## src/rtl/fma_job_scheduler.sv

```systemverilog
// fma_job_scheduler: shares one fpfma_pipeline between two requesters.
// Round-robin issue (one job per cycle), an owner tag pipe that tracks the
// pipeline latency, and per-requester result FIFOs guarded by credits so a
// result always has a slot waiting for it.
module fma_job_scheduler #(
  parameter int WIDTH      = 32,
  parameter int LAT        = 6,
  parameter int FIFO_DEPTH = 4
) (
  input  logic                  clk,
  input  logic                  rst,
  input  logic                  r0_valid,
  output logic                  r0_ready,
  input  logic [19*WIDTH-1:0]   r0_ops,
  input  logic [1:0]            r0_rnd,
  input  logic                  r1_valid,
  output logic                  r1_ready,
  input  logic [19*WIDTH-1:0]   r1_ops,
  input  logic [1:0]            r1_rnd,
  output logic [9*WIDTH-1:0]    fma_A,
  output logic [9*WIDTH-1:0]    fma_B,
  output logic [WIDTH-1:0]      fma_C,
  output logic [1:0]            fma_rnd,
  input  logic [WIDTH-1:0]      fma_result,
  output logic                  o0_valid,
  input  logic                  o0_ready,
  output logic [WIDTH-1:0]      o0_data,
  output logic                  o1_valid,
  input  logic                  o1_ready,
  output logic [WIDTH-1:0]      o1_data,
  output logic                  busy
);

  localparam int CW  = $clog2(FIFO_DEPTH + 1);
  localparam int PW  = (FIFO_DEPTH > 1) ? $clog2(FIFO_DEPTH) : 1;
  localparam int OPW = 19 * WIDTH;
  localparam logic [CW-1:0] CREDIT_MAX = CW'(FIFO_DEPTH);

  logic [1:0]       req_valid;
  logic [1:0]       eligible;
  logic [1:0]       grant;
  logic [1:0]       pop;
  logic [1:0]       fifo_wr;
  logic [1:0]       fifo_valid;
  logic [CW-1:0]    credit [2];
  logic [CW-1:0]    count [2];
  logic [PW-1:0]    wr_ptr [2];
  logic [PW-1:0]    rd_ptr [2];
  logic [WIDTH-1:0] mem [2][FIFO_DEPTH];
  logic             rr_last;      // 1: requester 1 held the most recent grant
  logic [LAT-1:0]   tag_valid;
  logic [LAT-1:0]   tag_owner;
  logic             align_valid;  // tag lined up with the current fma_result
  logic             align_owner;
  logic [OPW-1:0]   sel_ops;
  logic [1:0]       sel_rnd;

  function automatic logic [PW-1:0] ptr_inc(input logic [PW-1:0] p);
    return (p == PW'(FIFO_DEPTH - 1)) ? '0 : p + PW'(1);
  endfunction

  assign req_valid = {r1_valid, r0_valid};

  // Eligibility: a request with at least one free result slot; nothing is granted in reset
  always_comb begin
    eligible = '0;
    for (int n = 0; n < 2; n++) begin
      eligible[n] = rst && req_valid[n] && (credit[n] != '0);
    end
  end

  // Round-robin choice: on contention the requester not granted last wins
  always_comb begin
    grant = '0;
    case (eligible)
      2'b01:   grant = 2'b01;
      2'b10:   grant = 2'b10;
      2'b11:   grant = rr_last ? 2'b01 : 2'b10;
      default: grant = '0;
    endcase
  end

  assign r0_ready = grant[0];
  assign r1_ready = grant[1];
  assign sel_ops  = grant[1] ? r1_ops : r0_ops;
  assign sel_rnd  = grant[1] ? r1_rnd : r0_rnd;

  assign pop     = {o1_valid & o1_ready, o0_valid & o0_ready};
  assign fifo_wr = {align_valid & align_owner, align_valid & ~align_owner};

  // FIFO occupancy flags
  always_comb begin
    fifo_valid = '0;
    for (int n = 0; n < 2; n++) begin
      fifo_valid[n] = (count[n] != '0);
    end
  end

  assign o0_valid = fifo_valid[0];
  assign o1_valid = fifo_valid[1];
  assign o0_data  = mem[0][rd_ptr[0]];
  assign o1_data  = mem[1][rd_ptr[1]];
  assign busy     = (|tag_valid) | align_valid | (|fifo_valid);

  // Issue register: loads the granted job, holds otherwise; pointer moves only on a grant
  always_ff @(posedge clk or negedge rst) begin
    if (!rst) begin
      rr_last <= 1'b1;
      fma_A   <= '0;
      fma_B   <= '0;
      fma_C   <= '0;
      fma_rnd <= '0;
    end else if (|grant) begin
      rr_last <= grant[1];
      fma_A   <= sel_ops[9*WIDTH-1:0];
      fma_B   <= sel_ops[18*WIDTH-1:9*WIDTH];
      fma_C   <= sel_ops[OPW-1:18*WIDTH];
      fma_rnd <= sel_rnd;
    end
  end

  // Owner tag pipe; the extra align stage matches the tag to fma_result LAT edges after issue
  always_ff @(posedge clk or negedge rst) begin
    if (!rst) begin
      tag_valid   <= '0;
      tag_owner   <= '0;
      align_valid <= 1'b0;
      align_owner <= 1'b0;
    end else begin
      tag_valid[0] <= |grant;
      tag_owner[0] <= grant[1];
      for (int i = 1; i < LAT; i++) begin
        tag_valid[i] <= tag_valid[i-1];
        tag_owner[i] <= tag_owner[i-1];
      end
      align_valid <= tag_valid[LAT-1];
      align_owner <= tag_owner[LAT-1];
    end
  end

  // Credits: one per free FIFO slot, taken on grant and returned on pop
  always_ff @(posedge clk or negedge rst) begin
    if (!rst) begin
      for (int n = 0; n < 2; n++) begin
        credit[n] <= CREDIT_MAX;
      end
    end else begin
      for (int n = 0; n < 2; n++) begin
        case ({grant[n], pop[n]})
          2'b10:   credit[n] <= credit[n] - CW'(1);
          2'b01:   credit[n] <= credit[n] + CW'(1);
          default: credit[n] <= credit[n];
        endcase
      end
    end
  end

  // Result FIFOs: registered storage, head word presented directly
  always_ff @(posedge clk or negedge rst) begin
    if (!rst) begin
      for (int n = 0; n < 2; n++) begin
        wr_ptr[n] <= '0;
        rd_ptr[n] <= '0;
        count[n]  <= '0;
        for (int i = 0; i < FIFO_DEPTH; i++) begin
          mem[n][i] <= '0;
        end
      end
    end else begin
      for (int n = 0; n < 2; n++) begin
        if (fifo_wr[n]) begin
          mem[n][wr_ptr[n]] <= fma_result;
          wr_ptr[n]         <= ptr_inc(wr_ptr[n]);
        end
        if (pop[n]) begin
          rd_ptr[n] <= ptr_inc(rd_ptr[n]);
        end
        case ({fifo_wr[n], pop[n]})
          2'b10:   count[n] <= count[n] + CW'(1);
          2'b01:   count[n] <= count[n] - CW'(1);
          default: count[n] <= count[n];
        endcase
      end
    end
  end

endmodule

```

## config.mk

```make
export PLATFORM = sky130hd
export DESIGN_NAME = fma_job_scheduler
export DESIGN_NICKNAME = d
export VERILOG_FILES = /design/src/rtl/fma_job_scheduler.sv
export SDC_FILE = /design/constraint.sdc
export NUM_CORES = 2
export LEC_CHECK = 0
export CAP_MARGIN = 20
export CORE_AREA = 5 5 760 762
export CTS_CLUSTER_SIZE = 40
export DETAILED_ROUTE_END_ITERATION = 7
export DIE_AREA = 0 0 765 767
export GPL_TIMING_DRIVEN = 0
export RECOVER_POWER = 50
export SYNTH_ARGS = -nofsm -noshare
export SYNTH_HDL_FRONTEND = slang
export SYNTH_SLANG_ARGS = --single-unit
export TNS_END_PERCENT = 30
```

## constraint.sdc

```tcl
create_clock -name clk -period 4.3 [get_ports clk]
set_input_delay 0.86 -clock clk [delete_from_list [all_inputs] [get_ports clk]]
set_output_delay 0.86 -clock clk [all_outputs]
set_load 0.005 [all_outputs]
```

# ---- Word level (Yosys, flattened, before mapping)
# Index checks and enable logic that the tools add are counted.
dict set report classes {
  add_sub_neg 12
  order_cmp 6
  eq_ne 15
  mux 24
  n_bitwise 11
  reduce_logical 17
}
# op n
set ops {}
lappend ops {{608-bit 2-to-1 mux} 1}
lappend ops {{128-bit bitwise mux} 2}
lappend ops {{32-bit 2-to-1 mux} 6}
lappend ops {{32-bit binary-select mux with 2-bit select} 2}
lappend ops {{32-bit demux with 2-bit select} 2}
lappend ops {{3-bit case mux with 2 select lines} 4}
lappend ops {{2-bit == test, second input constant} 10}
lappend ops {{3-bit by 1-bit adder with 3-bit output, second input constant} 4}
lappend ops {{3-bit greater-or-equal comparator, second input constant} 4}
lappend ops {{2-bit 2-to-1 mux} 6}
lappend ops {{2-bit NOT with 3-bit output} 4}
lappend ops {{3-bit nonzero test} 4}
lappend ops {{3-bit by 1-bit subtractor with 3-bit output, second input constant} 4}
lappend ops {{2-bit by 1-bit == test with 1-bit output, second input constant} 5}
lappend ops {{2-bit by 1-bit adder with 2-bit output, second input constant} 4}
lappend ops {{2-bit nonzero test} 4}
lappend ops {{1-bit logical AND} 6}
lappend ops {{3-bit by 1-bit less-than comparator with 1-bit output, second input constant} 2}
lappend ops {{2-bit case mux with 3 select lines} 1}
lappend ops {{6-bit OR reduction} 1}
lappend ops {{1-bit bitwise AND} 4}
lappend ops {{2-bit OR reduction} 2}
lappend ops {{1-bit bitwise OR} 2}
lappend ops {{1-bit NOT} 1}
dict set report totals {
  ff_bits 901
  output_inout_bits 679
  elab_cells 110
}

# ---- Depth between registers and ports, before layout
dict set report logic_depth {
  word_depth 6
  depth_mapped 11
  depth_no_buf 9
}

# ---- Least setup slack after synthesis
# OpenSTA, ideal clock, no wires.
dict set report synth_timing {
  kind {input-to-reg}
  from {input rst}
  to {register credit[2] (netlist name)}
  setup_ps 75
  arrival_ps 2589
  required_time_ps 4225
  path_slack_ps 1637
  path_stages 11
  n_path_buf 3
  cell_sequence {o311ai_2 > buf_4 > o21bai_1 > buf_6 > buf_2 > ha_1 > inv_1 > fa_1 > xor2_1 > nor2_1 > xor2_1}
}
dict set report synth_between {
  elab_chain_cells 6
}
# item line
set synth_lines {}
lappend synth_lines {{start: declaration} 11} ;# input logic rst,
lappend synth_lines {{1-bit logical AND (2 in series)} 68} ;# eligible[n] = rst && req_valid[n] && (credit[n] != '0);
lappend synth_lines {{2-bit == test / 2-bit by 1-bit == test with 1-bit output (equally long branches)} 75} ;# case (eligible)
lappend synth_lines {{2-bit case mux with 3 select lines (*)} 75}
lappend synth_lines {{2-bit by 1-bit == test with 1-bit output / 2-bit == test (equally long branches)} 149} ;# case ({grant[n], pop[n]})
lappend synth_lines {{3-bit case mux with 2 select lines / 2-bit nonzero test (equally long branches)} --}
lappend synth_lines {{end signal: indexed assignment} 150} ;# 2'b10: credit[n] <= credit[n] - CW'(1);
lappend synth_lines {{end signal: indexed assignment} 151} ;# 2'b01: credit[n] <= credit[n] + CW'(1);
lappend synth_lines {{end signal: indexed assignment} 152} ;# default: credit[n] <= credit[n];
lappend synth_lines {{end: declaration} 45} ;# logic [CW-1:0] credit [2];
# Mark *: on every way between the ends. The rest lies on a longest branch, timed or not.
# A chain may end at the register's enable or synchronous reset.

# ---- Final worst setup path
dict set report layout_timing {
  from {register rd_ptr[2] (netlist name)}
  to {output o0_data[24]}
}
dict set report layout_between {
  elab_chain_cells 4
}
# item line
set layout_lines {}
lappend layout_lines {{start: declaration} 48} ;# logic [PW-1:0] rd_ptr [2];
lappend layout_lines {{start signal: indexed assignment} 176} ;# rd_ptr[n] <= ptr_inc(rd_ptr[n]);
lappend layout_lines {{2-bit NOT with 3-bit output (not written as such)} 101} ;# assign o0_data = mem[0][rd_ptr[0]];
lappend layout_lines {{32-bit binary-select mux with 2-bit select} 101}
lappend layout_lines {{32-bit 2-to-1 mux (not written as such) (2 in series)} 101}
lappend layout_lines {{end: declaration} 27} ;# output logic [WIDTH-1:0] o0_data,
# Every way passes these cells. The select of a mux whose other input is x is not followed.

==> impl_metrics.env <==
export IMPL_r2r_slack_ns=0.84
export IMPL_tns_ns=0
export IMPL_report_final_slew_viol_count=515
export IMPL_setup_violations=0
export IMPL_clock_sinks=901
export IMPL_crit_required_ns=3.44
export IMPL_routed_wl_um=524000
export IMPL_syn_area_um2=40900
export IMPL_cp_end_kind="primary output"
export IMPL_post_route_drc_count=0
export IMPL_powerDensity_nw_per_um2=632
export IMPL_r2r_start="credit[0]"
export IMPL_finalHoldViolations=0
export IMPL_post_cts_setup_buffers=0
export IMPL_r2r_cells=6
export IMPL_slew_headroom_pct=-145
export IMPL_placed_area_um2=70200
export IMPL_grt_overflow=0
export IMPL_clockBufferDepth=4
export IMPL_die_area_um2=587000
export IMPL_ys_seq_area_share_pct=55.2
export IMPL_synth_top_area_share_pct=55.0
export IMPL_initial_core_util_pct=7.16
export IMPL_hpwl_um=464000
export IMPL_grt_max_degree=137
export IMPL_grt_total_usage_pct=17.1
export IMPL_worstPathMaxFanout=10
export IMPL_die_h_um=767
export IMPL_synth_area_leaders="dfrtp_1 (55%), o221a_2 (15%), nand3b_1 (11%)"
export IMPL_ios=1937
export IMPL_fin_crit_sh_pct=95.4
export IMPL_status="finished, violations left"
export IMPL_syn_instance_count=2849
export IMPL_syn_area_per_cell_um2=14.3
export IMPL_clk_pin_slew_worst_paths_ns=0.06
export IMPL_dp_cells=12365
export IMPL_synth_nets=4125
export IMPL_area_growth_pct=83.3
export IMPL_setup_slack_ns=0.197
export IMPL_dieWidth_um=765
export IMPL_via_per_inst=3.28
export IMPL_netlist_cell_type_count=30
export IMPL_grt_first_pass_wirelength_um=613000
export IMPL_cts_root_buf="clkbuf_16"
export IMPL_postLayoutCoreUtil_pct=13.1
export IMPL_worstMarginPinSlew_ns=3.67
export IMPL_violations="max-capacitance violations, max-slew violations"
export IMPL_hold_ws_ns=0.0893
export IMPL_vias=42097
export IMPL_drtAntennaViolNets=0
export IMPL_clkLatencyLatePin_ns=0.93
export IMPL_drive_above_1_share_pct=24.8
export IMPL_r2r_end="fma_B[282]"
export IMPL_design_area_um2=74900
export IMPL_pre_cts_ws_ns=-1.75
export IMPL_gp_congestion=1.04
export IMPL_rows=278
export IMPL_cts_tree="yes"
export IMPL_io_buffer_count=1936
export IMPL_num_fill_cells=64259
export IMPL_drtPass1Iterations=6
export IMPL_yosys_warnings=0
export IMPL_final_min_clock_period_ns=4.10
export IMPL_final_nets=6206
export IMPL_cp_start_kind="flop"
export IMPL_drt_iter0_drc=4501
export IMPL_htreeDepth=3
export IMPL_seq_area_um2=22600
export IMPL_routedWlPerCell_um=40.8
export IMPL_grt_pass1_vias=39360
export IMPL_cp_arrival_ns=3.24
export IMPL_fmax_ghz=0.244
export IMPL_multi_input_area_um2=16400
export IMPL_hold_class="input port to async pin"
export IMPL_cts_inserted_buffers=120
export IMPL_criticalPathCategory="flop to primary output"
export IMPL_power_leakage_nw=25.8
export IMPL_antenna_found_initial=632
export IMPL_p_total_mw=47.3
export IMPL_grt_setup_unrepaired="false"
export IMPL_instances_no_fill=12820
export IMPL_core_area_um2=571000
export IMPL_finalClockSkew_ns=0.105
export IMPL_synth_seq_cells=901
export IMPL_irDropWorstVdd_uv=322
export IMPL_drv_cap=6
export IMPL_yosysTopAreaCell="dfrtp_1"
layout make-up:
type	instances	share of cell area [%]
Buffer	311	2.44
Antenna cell	237	0.792
Timing Repair Buffer	1961	26.5
Clock inverter	47	0.889
Tap cell	7560	12.6
Clock buffer	168	4.59
Multi-Input combinational cell	1617	22.0
Inverter	18	0.0903
Sequential cell	901	30.1
layer usage:
metal / up-vias / GRT usage (%) / share of wire [%]
li1: 15894 / - / -
met1: 21119 / 19.9 / 39
met2: 3404 / 24.3 / 40
met3: 1360 / 11.1 / 15
met4: 320 / 7.63 / 5.7
met5: - / 0.0164 / 0.42
power by group:
part           switching [mW]  internal, mW
Clock                    4.60          6.32
Combinational            10.3          11.5
Sequential               2.48          12.1
placed cells by master, fill, tap and decap left out, drive strengths merged, types with 3 or more instances in the layout:
cell type and count:
nand2 10, mux4 64, diode 237, buf 172, clkinv 23, clkdlybuf4s50 1890, clkbuf 332, nand3 5
dlygate4sd3 44, dfrtp 898, bufinv 13, dfstp 3, inv 22, o221a 610, ha 14, xor2 8
fa 4, nor2 9, xnor2 4, clkinvlp 7, nand3b 610, mux2 263
cell usage after synthesis:
library cell	count
buf_6	63
mux4_2	64
nand2_1	10
o311ai_2	2
clkbuf_1	134
mux2i_1	2
nor4_1	1
fa_1	4
dfrtp_1	898
o21bai_1	2
a21oi_1	1
o21ai_0	2
buf_2	98
nor2_1	9
nor3_1	2
or3_1	2
ha_1	14
xnor2_1	4
nand3b_1	610
nor2b_1	1
xor2_1	8
a21o_1	1
dfstp_2	3
buf_4	8
o221a_1	63
buf_1	10
o221a_2	547
inv_1	18
nand3_1	5
mux2_2	263
cell families (layout without fill, tap and decap cells):
group	Yosys count	after routing	synth area share (%)
AO/OA/AOI/OAI	618	618	17.0
XOR/XNOR	12	12	0.257
adder cells (fa/ha/maj)	18	18	0.625
buffers and inverters	331	2505	4.57
flip-flops	901	901	55.2
multiplexers	329	329	10.8
other	0	237	0
AND/OR/NAND/NOR	640	640	11.5
registers in the layout, summed over array words and instances, names as in the netlist:
register	flops
mem	256
rd_ptr	4
wr_ptr	4
credit	6
count	6
tag_owner	6
align_owner	1
fma_B	288
fma_A	288
rr_last	1
tag_valid	6
fma_C	32
align_valid	1
fma_rnd	2
critical path: stages, from the launching register on:
cell,delay (ns)
dfrtp_1,0.34
clkbuf_2,0.27
buf_2,0.54
mux4_2,0.59
clkdlybuf4s50_1,0.62
how the worst max path moves through the flow:
stage | startpoint | endpoint | slack, ns | cells after the start
after detailed placement | rst | r0_ready | -1.75 | 9
after floorplan | rst | credit[2] | 1.64 | 11
final | rd_ptr[2] | o0_data[24] | 0.20 | 4
after CTS | credit[1] | r0_ready | -0.1 | 6
after global routing | credit[0] | r0_ready | 0.02 | 6
after global placement | rst | fma_A[151] | -44.18 | 1
what timing repair did:
item	in CTS	in global routing
hold buffers	2	0
hold endpoints to repair	124	0
gates cloned	3	0
endpoints found under the setup margin	59	3
pin swaps	0	0
resized for setup	18	3
No activity file was read; power rests on OpenSTA's default activity.
